--- config.mk ---
export PLATFORM = sky130hd
export DESIGN_NAME = uart_time_cmd_flat
export DESIGN_NICKNAME = d
export VERILOG_FILES = /design/src/rtl/rtc_cmd_pkg.sv /design/src/rtl/uart_time_cmd_if.sv /design/src/rtl/rtc_write_seq.sv /design/src/rtl/uart_time_cmd.sv /design/src/flat_wrapper.sv
export SDC_FILE = /design/constraint.sdc
export NUM_CORES = 1
export LEC_CHECK = 0
export ABC_AREA = 1
export BUFFER_PORTS_ARGS = -buffer_cell sky130_fd_sc_hd__buf_2
export CAP_MARGIN = 20
export CORE_MARGIN = 5
export CORE_UTILIZATION = 35
export CTS_CLUSTER_SIZE = 8
export DETAILED_ROUTE_END_ITERATION = 12
export SLEW_MARGIN = 5
export SYNTH_ARGS = -nofsm -noshare
export SYNTH_HDL_FRONTEND = slang
export SYNTH_SLANG_ARGS = --single-unit
export TNS_END_PERCENT = 50
--- constraint.sdc ---
create_clock -name clk -period 4 [get_ports clk]
set_input_delay 0.2 -clock clk [delete_from_list [all_inputs] [get_ports clk]]
set_output_delay 0.2 -clock clk [all_outputs]
set_load 0.1 [all_outputs]
--- src/rtl/rtc_cmd_pkg.sv ---
// Shared types and constants for the UART time/date command decoder.
// Optional checksum byte is enabled with the UART_TIME_CMD_CHKSUM_EN macro.
package rtc_cmd_pkg;

  typedef enum logic [2:0] {
    P_HDR,
    P_CMD,
    P_PAY,
`ifdef UART_TIME_CMD_CHKSUM_EN
    P_CHK,
`endif
    P_TRL
  } parse_state_e;

  typedef enum logic [1:0] {
    Q_IDLE,
    Q_TIME,
    Q_DATE
  } seq_state_e;

  localparam logic [1:0] ERR_TIMEOUT = 2'd0;
  localparam logic [1:0] ERR_CMD     = 2'd1;
  localparam logic [1:0] ERR_TRL     = 2'd2;
  localparam logic [1:0] ERR_BUSY    = 2'd3;

  localparam int CMD_TIME_BIT = 0;
  localparam int CMD_DATE_BIT = 1;

  localparam int PAY_BYTES = 7;

  // Byte idx of a 3-byte pattern, idx 0 being the first byte on the wire.
  function automatic logic [7:0] pat_byte(input logic [23:0] pat, input logic [1:0] idx);
    case (idx)
      2'd0:    pat_byte = pat[23:16];
      2'd1:    pat_byte = pat[15:8];
      default: pat_byte = pat[7:0];
    endcase
  endfunction

  // A command must request at least one write and use no reserved bits.
  function automatic logic cmd_is_bad(input logic [7:0] cmd);
    cmd_is_bad = (cmd[7:2] != 6'd0) || (cmd == 8'd0);
  endfunction

endpackage

--- src/rtl/uart_time_cmd_if.sv ---
// Bus between the UART receiver / I2C write controller and the command decoder.
// slave: decoder side; master: the surrounding UART and I2C logic.
interface uart_time_cmd_if;
  logic [7:0]  uart_rx_data;
  logic        uart_data_valid;
  logic        set_done;
  logic        set_time;
  logic [23:0] time_2_set;
  logic        set_date;
  logic [31:0] date_2_set;
  logic        busy;
  logic        frame_ok;
  logic        frame_err;
  logic [1:0]  err_code;

  modport slave (
    input  uart_rx_data, uart_data_valid, set_done,
    output set_time, time_2_set, set_date, date_2_set, busy,
           frame_ok, frame_err, err_code
  );

  modport master (
    output uart_rx_data, uart_data_valid, set_done,
    input  set_time, time_2_set, set_date, date_2_set, busy,
           frame_ok, frame_err, err_code
  );
endinterface

--- src/rtl/rtc_write_seq.sv ---
// Issues the time and/or date write requests for one accepted frame,
// one at a time, advancing on each set_done pulse from the I2C controller.
module rtc_write_seq
  import rtc_cmd_pkg::*;
(
  input  logic       clk,
  input  logic       rst,
  input  logic       start_i,
  input  logic [1:0] cmd_i,
  input  logic       set_done_i,
  output logic       set_time_o,
  output logic       set_date_o,
  output logic       busy_o
);

  seq_state_e state_q, state_d;
  logic       date_pend_q, date_pend_d;

  // State register and the remembered "date follows time" flag.
  always_ff @(posedge clk) begin
    if (rst) begin
      state_q     <= Q_IDLE;
      date_pend_q <= 1'b0;
    end else begin
      state_q     <= state_d;
      date_pend_q <= date_pend_d;
    end
  end

  // Next state and request levels; set_done while idle is ignored.
  always_comb begin
    state_d     = state_q;
    date_pend_d = date_pend_q;
    set_time_o  = 1'b0;
    set_date_o  = 1'b0;
    busy_o      = 1'b1;
    case (state_q)
      Q_IDLE: begin
        busy_o = 1'b0;
        if (start_i) begin
          date_pend_d = cmd_i[CMD_DATE_BIT];
          state_d     = cmd_i[CMD_TIME_BIT] ? Q_TIME : Q_DATE;
        end
      end
      Q_TIME: begin
        set_time_o = 1'b1;
        if (set_done_i) state_d = date_pend_q ? Q_DATE : Q_IDLE;
      end
      Q_DATE: begin
        set_date_o = 1'b1;
        if (set_done_i) state_d = Q_IDLE;
      end
      default: state_d = Q_IDLE;
    endcase
  end

endmodule

--- src/rtl/uart_time_cmd.sv ---
// Framed UART command decoder for the RTC path: parses
// header/CMD/payload/[CHK]/trailer frames, latches the time/date words and
// hands them to rtc_write_seq. Define UART_TIME_CMD_CHKSUM_EN to require an
// XOR checksum byte after the payload.
module uart_time_cmd
  import rtc_cmd_pkg::*;
#(
  parameter logic [23:0] HDR_PATTERN = 24'hF0F1F2,
  parameter logic [23:0] TRL_PATTERN = 24'hF2F1F0,
  parameter int          TIMEOUT_CYC = 1_000_000
) (
  input  logic            clk,
  input  logic            rst,
  uart_time_cmd_if.slave  bus
);

  localparam int TO_LIM = (TIMEOUT_CYC > 0) ? TIMEOUT_CYC - 1 : 0;
  localparam int TO_W   = (TO_LIM < 2) ? 1 : $clog2(TO_LIM + 1);

  parse_state_e      state_q, state_d;
  logic [1:0]        idx_q, idx_d;
  logic [2:0]        pay_cnt_q, pay_cnt_d;
  logic [55:0]       stage_q, stage_d;
  logic [1:0]        cmd_q, cmd_d;
  logic [TO_W-1:0]   to_cnt_q, to_cnt_d;
  logic              frame_ok_q, frame_ok_d;
  logic              frame_err_q, frame_err_d;
  logic [1:0]        err_code_q, err_code_d;
  logic [23:0]       time_q, time_d;
  logic [31:0]       date_q, date_d;
`ifdef UART_TIME_CMD_CHKSUM_EN
  logic [7:0]        chk_q, chk_d;
`endif

  logic [7:0] rx_byte;
  logic       rx_vld;
  logic       counting;
  logic       timeout_hit;
  logic       seq_start;
  logic       seq_busy;
  logic       seq_set_time;
  logic       seq_set_date;

  assign rx_byte     = bus.uart_rx_data;
  assign rx_vld      = bus.uart_data_valid;
  assign counting    = !((state_q == P_HDR) && (idx_q == 2'd0));
  assign timeout_hit = (TIMEOUT_CYC != 0) && counting && (to_cnt_q == TO_W'(TO_LIM));

  // Control state, timeout counter and all externally visible registers.
  always_ff @(posedge clk) begin
    if (rst) begin
      state_q     <= P_HDR;
      idx_q       <= 2'd0;
      pay_cnt_q   <= 3'd0;
      cmd_q       <= 2'd0;
      to_cnt_q    <= '0;
      frame_ok_q  <= 1'b0;
      frame_err_q <= 1'b0;
      err_code_q  <= 2'd0;
      time_q      <= 24'd0;
      date_q      <= 32'd0;
    end else begin
      state_q     <= state_d;
      idx_q       <= idx_d;
      pay_cnt_q   <= pay_cnt_d;
      cmd_q       <= cmd_d;
      to_cnt_q    <= to_cnt_d;
      frame_ok_q  <= frame_ok_d;
      frame_err_q <= frame_err_d;
      err_code_q  <= err_code_d;
      time_q      <= time_d;
      date_q      <= date_d;
    end
  end

  // Payload staging (and running checksum) only matter once a frame completes.
  always_ff @(posedge clk) begin
    stage_q <= stage_d;
`ifdef UART_TIME_CMD_CHKSUM_EN
    chk_q   <= chk_d;
`endif
  end

  // Parser next state: one byte per valid strobe, timeout when idle mid-frame.
  always_comb begin
    state_d     = state_q;
    idx_d       = idx_q;
    pay_cnt_d   = pay_cnt_q;
    stage_d     = stage_q;
    cmd_d       = cmd_q;
`ifdef UART_TIME_CMD_CHKSUM_EN
    chk_d       = chk_q;
`endif
    frame_ok_d  = 1'b0;
    frame_err_d = 1'b0;
    err_code_d  = err_code_q;
    time_d      = time_q;
    date_d      = date_q;
    seq_start   = 1'b0;
    to_cnt_d    = '0;
    if ((TIMEOUT_CYC != 0) && !rx_vld && counting && !timeout_hit)
      to_cnt_d = to_cnt_q + 1'b1;

    if (rx_vld) begin
      case (state_q)
        P_HDR: begin
          if (rx_byte == pat_byte(HDR_PATTERN, idx_q)) begin
            if (idx_q == 2'd2) begin
              state_d = P_CMD;
              idx_d   = 2'd0;
            end else begin
              idx_d = idx_q + 2'd1;
            end
          end else begin
            // A stray first header byte may itself start the real header.
            idx_d = (rx_byte == pat_byte(HDR_PATTERN, 2'd0)) ? 2'd1 : 2'd0;
          end
        end
        P_CMD: begin
          if (cmd_is_bad(rx_byte)) begin
            frame_err_d = 1'b1;
            err_code_d  = ERR_CMD;
            state_d     = P_HDR;
            idx_d       = 2'd0;
          end else begin
            cmd_d     = rx_byte[1:0];
            pay_cnt_d = 3'd0;
            state_d   = P_PAY;
`ifdef UART_TIME_CMD_CHKSUM_EN
            chk_d     = rx_byte;
`endif
          end
        end
        P_PAY: begin
          stage_d = {stage_q[47:0], rx_byte};
`ifdef UART_TIME_CMD_CHKSUM_EN
          chk_d   = chk_q ^ rx_byte;
`endif
          if (pay_cnt_q == 3'(PAY_BYTES - 1)) begin
            idx_d = 2'd0;
`ifdef UART_TIME_CMD_CHKSUM_EN
            state_d = P_CHK;
`else
            state_d = P_TRL;
`endif
          end else begin
            pay_cnt_d = pay_cnt_q + 3'd1;
          end
        end
`ifdef UART_TIME_CMD_CHKSUM_EN
        P_CHK: begin
          if (rx_byte == chk_q) begin
            state_d = P_TRL;
            idx_d   = 2'd0;
          end else begin
            frame_err_d = 1'b1;
            err_code_d  = ERR_TRL;
            state_d     = P_HDR;
            idx_d       = 2'd0;
          end
        end
`endif
        P_TRL: begin
          if (rx_byte != pat_byte(TRL_PATTERN, idx_q)) begin
            frame_err_d = 1'b1;
            err_code_d  = ERR_TRL;
            state_d     = P_HDR;
            idx_d       = 2'd0;
          end else if (idx_q == 2'd2) begin
            state_d = P_HDR;
            idx_d   = 2'd0;
            // Busy sampled this cycle, so a same-cycle final set_done still rejects.
            if (seq_busy) begin
              frame_err_d = 1'b1;
              err_code_d  = ERR_BUSY;
            end else begin
              frame_ok_d = 1'b1;
              date_d     = stage_q[55:24];
              time_d     = stage_q[23:0];
              seq_start  = 1'b1;
            end
          end else begin
            idx_d = idx_q + 2'd1;
          end
        end
        default: begin
          state_d = P_HDR;
          idx_d   = 2'd0;
        end
      endcase
    end else if (timeout_hit) begin
      frame_err_d = 1'b1;
      err_code_d  = ERR_TIMEOUT;
      state_d     = P_HDR;
      idx_d       = 2'd0;
    end
  end

  rtc_write_seq u_seq (
    .clk        (clk),
    .rst        (rst),
    .start_i    (seq_start),
    .cmd_i      (cmd_q),
    .set_done_i (bus.set_done),
    .set_time_o (seq_set_time),
    .set_date_o (seq_set_date),
    .busy_o     (seq_busy)
  );

  assign bus.set_time   = seq_set_time;
  assign bus.set_date   = seq_set_date;
  assign bus.busy       = seq_busy;
  assign bus.time_2_set = time_q;
  assign bus.date_2_set = date_q;
  assign bus.frame_ok   = frame_ok_q;
  assign bus.frame_err  = frame_err_q;
  assign bus.err_code   = err_code_q;

endmodule

--- src/flat_wrapper.sv ---
// flat-port wrapper written by rule: the top's interface ports become plain ports
module uart_time_cmd_flat import rtc_cmd_pkg::*;
#(
  parameter logic [23:0] HDR_PATTERN = 24'hF0F1F2,
  parameter logic [23:0] TRL_PATTERN = 24'hF2F1F0,
  parameter int          TIMEOUT_CYC = 1_000_000
)
  (clk, rst, bus_uart_rx_data, bus_uart_data_valid, bus_set_done, bus_set_time, bus_time_2_set, bus_set_date, bus_date_2_set, bus_busy, bus_frame_ok, bus_frame_err, bus_err_code);
  uart_time_cmd_if bus_i ();
  input  logic clk;
  input  logic rst;
  input wire logic [$bits(bus_i.uart_rx_data)-1:0] bus_uart_rx_data;
  input wire logic [$bits(bus_i.uart_data_valid)-1:0] bus_uart_data_valid;
  input wire logic [$bits(bus_i.set_done)-1:0] bus_set_done;
  output wire logic [$bits(bus_i.set_time)-1:0] bus_set_time;
  output wire logic [$bits(bus_i.time_2_set)-1:0] bus_time_2_set;
  output wire logic [$bits(bus_i.set_date)-1:0] bus_set_date;
  output wire logic [$bits(bus_i.date_2_set)-1:0] bus_date_2_set;
  output wire logic [$bits(bus_i.busy)-1:0] bus_busy;
  output wire logic [$bits(bus_i.frame_ok)-1:0] bus_frame_ok;
  output wire logic [$bits(bus_i.frame_err)-1:0] bus_frame_err;
  output wire logic [$bits(bus_i.err_code)-1:0] bus_err_code;
  assign bus_i.uart_rx_data = bus_uart_rx_data;
  assign bus_i.uart_data_valid = bus_uart_data_valid;
  assign bus_i.set_done = bus_set_done;
  assign bus_set_time = bus_i.set_time;
  assign bus_time_2_set = bus_i.time_2_set;
  assign bus_set_date = bus_i.set_date;
  assign bus_date_2_set = bus_i.date_2_set;
  assign bus_busy = bus_i.busy;
  assign bus_frame_ok = bus_i.frame_ok;
  assign bus_frame_err = bus_i.frame_err;
  assign bus_err_code = bus_i.err_code;
  uart_time_cmd #(.HDR_PATTERN(HDR_PATTERN), .TRL_PATTERN(TRL_PATTERN), .TIMEOUT_CYC(TIMEOUT_CYC)) u_core (.clk(clk), .rst(rst), .bus(bus_i));
endmodule
==> results of run 1 <==
[worst register-to-register path: cells and delay by family (launching register included)]
family / cells / cell delay (ns)
adder cells (fa/ha/maj): 1 / 0.27
AO/OA/AOI/OAI: 2 / 0.39
buffers and inverters: 1 / 0.45
flip-flops: 1 / 0.41
AND/OR/NAND/NOR: 3 / 0.60
[per-stage QoR]
step	instances	setup slack (ns)
after floorplan	597	1.497
after global placement	867	1.781
after detailed placement	867	1.732
after CTS	905	1.635
after global routing	905	1.438
final	905	1.660
[cell families (layout without fill, tap and decap cells)]
group	after synthesis	after routing	synth area share
simple gates	168	168	0.1304
xor+xnor	15	15	0.02312
compound gates	135	135	0.1213
flops	148	148	0.6201
fa+ha+maj	7	7	0.01541
buf+inv	124	216	0.08963
[how the worst min path moves through the flow]
stage / to / slack (ns) / depth (start not counted)
finish: u_core.stage_q[0] / 0.06 / 1
detailed placement: u_core.stage_q[3] / 0.40 / 1
global route: u_core.stage_q[0] / 0.05 / 1
global placement: u_core.stage_q[3] / 0.40 / 1
CTS: u_core.stage_q[0] / 0.04 / 1
floorplan: u_core.stage_q[0] / 0.30 / 0
[Yosys cell counts, types with 2 or more instances]
cell type and number:
buf_6 5, clkbuf_1 13, nor2_1 57, edfxtp_1 56, nor2_2 3, xnor2_1 8
ha_1 7, inv_1 98, xor2_1 7, buf_2 4, nand2_1 64, nand4_1 12
nor3b_1 4, dfxtp_1 92, o21ai_0 60, a21oi_1 69, inv_2 2, nor3_1 4
nand3_1 19
[layout make-up]
| cell class | count | area share |
|---|---|---|
| sequential | 148 | 0.5129 |
| multi-input combinational | 325 | 0.2401 |
| clock buffer | 21 | 0.06867 |
| timing repair buffer | 83 | 0.06594 |
| inverter | 101 | 0.05519 |
| tap | 216 | 0.03934 |
| clock inverter | 11 | 0.01785 |
[state kept, by name (all words and copies together) (netlist names)]
register	flops
u_core.stage_q	56
u_core.bus.date_2_set	32
u_core.bus.time_2_set	24
u_core.to_cnt_q	20
u_core.pay_cnt_q	3
u_core.bus.err_code	2
u_core.cmd_q	2
u_core.idx_q	2
u_core.state_q	2
u_core.u_seq.state_q	2
u_core.bus.frame_err	1
u_core.bus.frame_ok	1
u_core.u_seq.date_pend_q	1
[metal layers]
| metal | vias to the layer above | share of wire | GRT usage |
|---|---|---|---|
| li1 | 2107 | - | - |
| met1 | 1843 | 0.46 | 0.1527 |
| met2 | 72 | 0.48 | 0.2034 |
| met3 | 9 | 0.050 | 0.03908 |
| met4 | 0 | 0.010 | 0.05710 |
| met5 | - | 0 | 0 |
[power groups by stage]
stage / logic [mW] / clock network, mW / registers [mW]
2_1_floorplan: 0.0468 / 0 / 1.61
3_3_place_gp: 0.0831 / 0 / 1.59
3_5_place_dp: 0.0853 / 0 / 1.59
4_1_cts: 0.0898 / 1.61 / 1.56
5_1_grt: 0.0999 / 1.67 / 1.56
6_report: 0.0883 / 1.57 / 1.56
==> metrics.txt, run 1 <==
vias after detailed routing around 4000; Syn-to-layout area delta 20.90%; Worst Path Arrival ~2.6 ns; largest stage delay on the critical path approximately 0.52 ns; # setup viols final 0; Post-synth EDFFs 56; Worst Skew between 0.015 and 0.02 ns; crit-path cells dlygate4sd3_1 > buf_2 > nand2_1 > nor2_1 > nand2_1 > nor2_4 > nand2_2 > inv_2 > nand3_4 > buf_4 > o21ai_0 > a21oi_1; prevailing post-synth register cell dfxtp_1; overall routed net length between 10000 and 15000 µm; FILL cells 1576; Pwr Total 3.215 mW; final hold slack between 0.06 and 0.07 ns; Top Family by Delay on Critical Path buffers and inverters; RR Endpoint u_core.bus.time_2_set[10]; Placement Cell Area 6215 µm²; DPL Wire Length approximately 7900 µm; clock share of power 0.487; unrepaired setup endpoints after global routing false; dominant cell type by area after synthesis dfxtp_1; Pre-antenna DRT Iters 5; Seq cells post-synth 148; Worst Setup End Kind flip-flop; Final Net Count 695; top-area cell type share of the netlist area 0.3242; combinational group share of total power 0.027; Seq pwr share 0.485; Worst Hold Launch bus_uart_rx_data[0]; Reg area 3523 µm²; first-pass GRT wire length approximately 18000 µm; commonest cells after routing, fill and taps aside inv_1, dfxtp_1, buf_2, a21oi_1, nand2_1; most common cell after layout, fill and taps aside inv_1; initial antenna violation count 0; Clock Tree Root clkbuf_16; Synth area leaders dfxtp_1, edfxtp_1, inv_1; starting density of the core 0.3577; Synth Cell Area about 5700 µm²; Worst Setup EP u_core.bus.time_2_set[10]; R2R Setup Slk 1.74 ns; Clock H-tree levels 4; ANT nets after route 0; post-route clock period utilization 0.5849; Final min period approximately 2.3 ns; # Post-CTS Setup Buffers 0; die height around 140 µm; Syn Nets approximately 620; Async SR Flop Fraction 0; internal power about 2.6 mW; pin count of the biggest net entering global routing 96; Reg clk slew, reported paths roughly 0.060 ns; Peak VDD IR ~320 µV; Port-buffer cells between 70 and 80; TritonCTS Sinks approximately 150; WL per Instance ~12 µm; R2R depth 7; post-synthesis sequential area ratio 0.6201; Core Box Area 15890 µm²; detailed-route vias per instance about 4.5; die area about 19000 µm²; Slew Limit Headroom 0.3865; Inserted Clock Buffers 17; GR Overflow Total 0; Finished Cell Area 6869 µm²; Power Density 468.0 nW/µm²; share of layout cells above drive strength 1 0.1669; WP data required 4.28 ns; CTS tree done; Clk Latency, worst-skew pair about 0.42 ns; Rows 46; post-cts sizing count 0; status finished, final reports clean; synth unique cells 32; hold buffers post-CTS 6; CP Launch Type primary input; clock buffer depth 2; Tightest Pin Transition a little over 0.9 ns; Finished Core Util 0.4324; fmax about 0.43 GHz; total negative setup slack 0 ns; Max Transition Viols Final 0; reported max-cap violation count 0; Leakage about 2.7 nW; yosys warns 0; CP max FO between 90 and 100; Multi-input gate area ~1600 µm²; die width ~140 µm; # DRC 0; HP Class in2reg; NetSw around 0.66 mW; kind of critical path in2reg; Top Ports 75; Post-Syn Instances 597; vias in the first global route around 3900; most frequent CP cell nand2_1; Final Hold Vio Count 0; crit path launch bus_uart_rx_data[5]; initial DRC count between 200 and 250; origin of the critical flop-to-flop path u_core.state_q[1]; Worst path slowest cell dlygate4sd3_1; GPL Wtd Cong 0.7650; Worst path depth 12; total track usage 0.1254; sw frac 0.2049; Worst Path Buf+Inv 4; diode count 0; Avg Cell Area, Syn between 9 and 10 µm²
Note: power is estimated with default switching activity, not from simulation.
==> run 2: changes to the inputs <==
==> constraint.sdc (replaced) <==
create_clock -name clk -period 1.9 [get_ports clk]
set_input_delay 0.095 -clock clk [delete_from_list [all_inputs] [get_ports clk]]
set_output_delay 0.095 -clock clk [all_outputs]
set_load 0.1 [all_outputs]
==> metrics.txt, run 2 (synthesis results as in run 1) <==
first-pass GRT wire length 19730 µm (+7.0%); TritonCTS Sinks 148 (unchanged); Max Transition Viols Final 0 (unchanged); die area 18880 µm² (unchanged); Post-Layout Cell Count 917 (+1.3%); NetSw 1.406 mW (+110%); most common cell after layout, fill and taps aside inv_1; most frequent CP cell nand2_1; Tightest Pin Transition 0.4982 ns (-0.4207 ns); diode count 0 (unchanged); total track usage 0.1340 (+0.008615); Power Density 985.9 nW/µm² (+110%); HP Class in2reg; CP Launch Type primary input; Pwr Total 6.963 mW (+120%); Pre-antenna DRT Iters 4 (-1); FILL cells 1540 (-2.3%); initial DRC count 275 (+18%); Port-buffer cells 74 (unchanged); Slew Limit Headroom 0.6702 (+0.2837); WL per Instance 12.87 µm (+4.4%); met1 Track Usage GR 0.1604 (+0.007694); Final Hold Vio Count 0 (unchanged); Top Family by Delay on Critical Path buffers and inverters; WP data required 2.24 ns (-2.04 ns); Clock H-tree levels 4 (unchanged); pin count of the biggest net entering global routing 73 (-24%); share of layout cells above drive strength 1 0.1954 (+0.02853); die width 137.4 µm (unchanged); Worst Path Arrival 2.11 ns (-0.51 ns); R2R depth 8 (+1); Final min period roughly 1.8 ns; Core Box Area 15890 µm² (unchanged); Clk Latency, worst-skew pair 0.41 ns (about the same); CTS tree done; Biggest register u_core.stage_q; detailed-route vias per instance 4.553 (+2.2%); Largest register FFs 56 (unchanged); fmax 0.5669 GHz; commonest cells after routing, fill and taps aside inv_1, dfxtp_1, buf_2, a21oi_1, nand2_1; placed insts 876 (+1.0%); Finished Core Util 0.4446 (+0.01221); Reg clk slew, reported paths 0.06 ns (about the same); RR Endpoint u_core.bus.date_2_set[2]; post-route clock period utilization 0.9284; sw frac 0.2019 (-0.002966); DPL Wire Length 8280 µm (+5.4%); Clock Tree Root clkbuf_16; vias in the first global route 4179 (+8.0%); starting density of the core 0.3577 (unchanged); initial antenna violation count 0 (unchanged); GR peak layer met2; Worst Setup End Kind flip-flop; clock share of power 0.499 (+0.012); Inserted Clock Buffers 17 (unchanged); worst-case hold path end point u_core.pay_cnt_q[0]; Final Net Count 707 (+1.7%); combinational group share of total power 0.029 (+0.002); overall routed net length 11800 µm (+5.8%); Worst Skew 0.009709 ns (-0.005476 ns); die height 137.4 µm (unchanged); Seq pwr share 0.472 (-0.013); GPL Wtd Cong 0.7954 (+4.0%); hold-critical path depth 3 (+2); # DRC 0 (unchanged); global-route met3 utilization 0.04456 (+0.005478); Syn-to-layout area delta 24.31%; Leakage 2.728 nW (+2.7%); # setup viols final 0 (unchanged); GR Overflow Total 0 (unchanged); reported max-cap violation count 0 (unchanged); crit-path cells dlygate4sd3_1 > buf_2 > nand2_1 > nor2_2 > nand2_1 > nor2_4 > nand2_2 > inv_2 > nand3_4 > buf_12 > buf_4 > a21oi_1; internal power 5.557 mW (+120%); largest stage delay on the critical path 0.52 ns (about the same); clock buffer depth 2 (unchanged); total negative setup slack 0 ns (unchanged); unrepaired setup endpoints after global routing true; vias after detailed routing 4175 (+3.6%); Peak VDD IR 739.7 µV (+130%); Worst Path Buf+Inv 5 (+1); R2R Setup Slk 0.19 ns (-1.55 ns); origin of the critical flop-to-flop path u_core.idx_q[0]; kind of critical path in2reg; Worst Hold Launch rst; CP max FO 72 (-24%); Top Ports 75 (unchanged); # Post-CTS Setup Buffers 0 (unchanged); Rows 46 (unchanged); Worst path slowest cell dlygate4sd3_1; met2 usage 0.2283 (+0.02495); ANT nets after route 0 (unchanged); status finished, final reports clean
-- run 2: through the flow --
stage	cell area, µm²	hold slack, ns	setup slack (ns)
final	7063	0.06123	0.1361
after floorplan	5712	0.1939	-0.2229
after global placement	6337	0.2888	0.1769
after CTS	7056	0.03826	0.03440
after global routing	7063	0.04919	-0.001906
after detailed placement	6337	0.2895	0.1259
-- run 2: worst register-to-register path, delay by kind of cell (launching register included) --
| kind | cells | cell delay [ns] |
|---|---|---|
| buf+inv | 3 | 0.51 |
| xor+xnor | 1 | 0.28 |
| simple gates | 3 | 0.30 |
| flops | 1 | 0.42 |
| compound gates | 1 | 0.14 |
-- run 2: layout make-up --
cell class                      instances  area [µm²]  share of cell area
Sequential cell                       148        3525              0.4990
Clock buffer                           22       484.2             0.06856
Timing Repair Buffer                   95       575.6             0.08149
Multi-Input combinational cell        325        1682              0.2381
Inverter                              101       382.9             0.05421
Clock inverter                         10       143.9             0.02037
Tap cell                              216       270.3             0.03826
-- run 2: metal layers --
metal | wire length, µm | share of wire
met4 | 95 | 0.0081
met2 | 5781 | 0.49
met5 | 0 | 0
met1 | 5275 | 0.45
met3 | 645 | 0.055
-- run 2: worst max-delay path by stage --
stage	start	endpoint	slack (ns)	cells after the start
after floorplan	u_core.state_q[0]	u_core.idx_q[1]	-0.22	9
after global placement	u_core.state_q[1]	u_core.bus.err_code[1]	0.18	10
after detailed placement	bus_uart_rx_data[5]	u_core.bus.date_2_set[3]	0.13	11
after CTS	bus_uart_rx_data[5]	u_core.bus.time_2_set[9]	0.03	12
after global routing	bus_uart_rx_data[5]	u_core.bus.date_2_set[3]	-0.002	12
final	bus_uart_rx_data[5]	u_core.bus.date_2_set[2]	0.14	12
-- run 2: repair_timing --
action,in CTS,in global routing
hold buffers,9,0
resized for setup,0,5
endpoints found under the hold margin,9,0
endpoints found under the setup margin,0,53
-- run 2: power by group through the flow --
stage | Sequential (mW) | Clock (mW) | Combinational [mW]
6_report | 3.29 | 3.48 | 0.201
5_1_grt | 3.28 | 3.72 | 0.225
3_5_place_dp | 3.35 | 0 | 0.186
3_3_place_gp | 3.35 | 0 | 0.183
2_1_floorplan | 3.38 | 0 | 0.0997
4_1_cts | 3.28 | 3.56 | 0.201
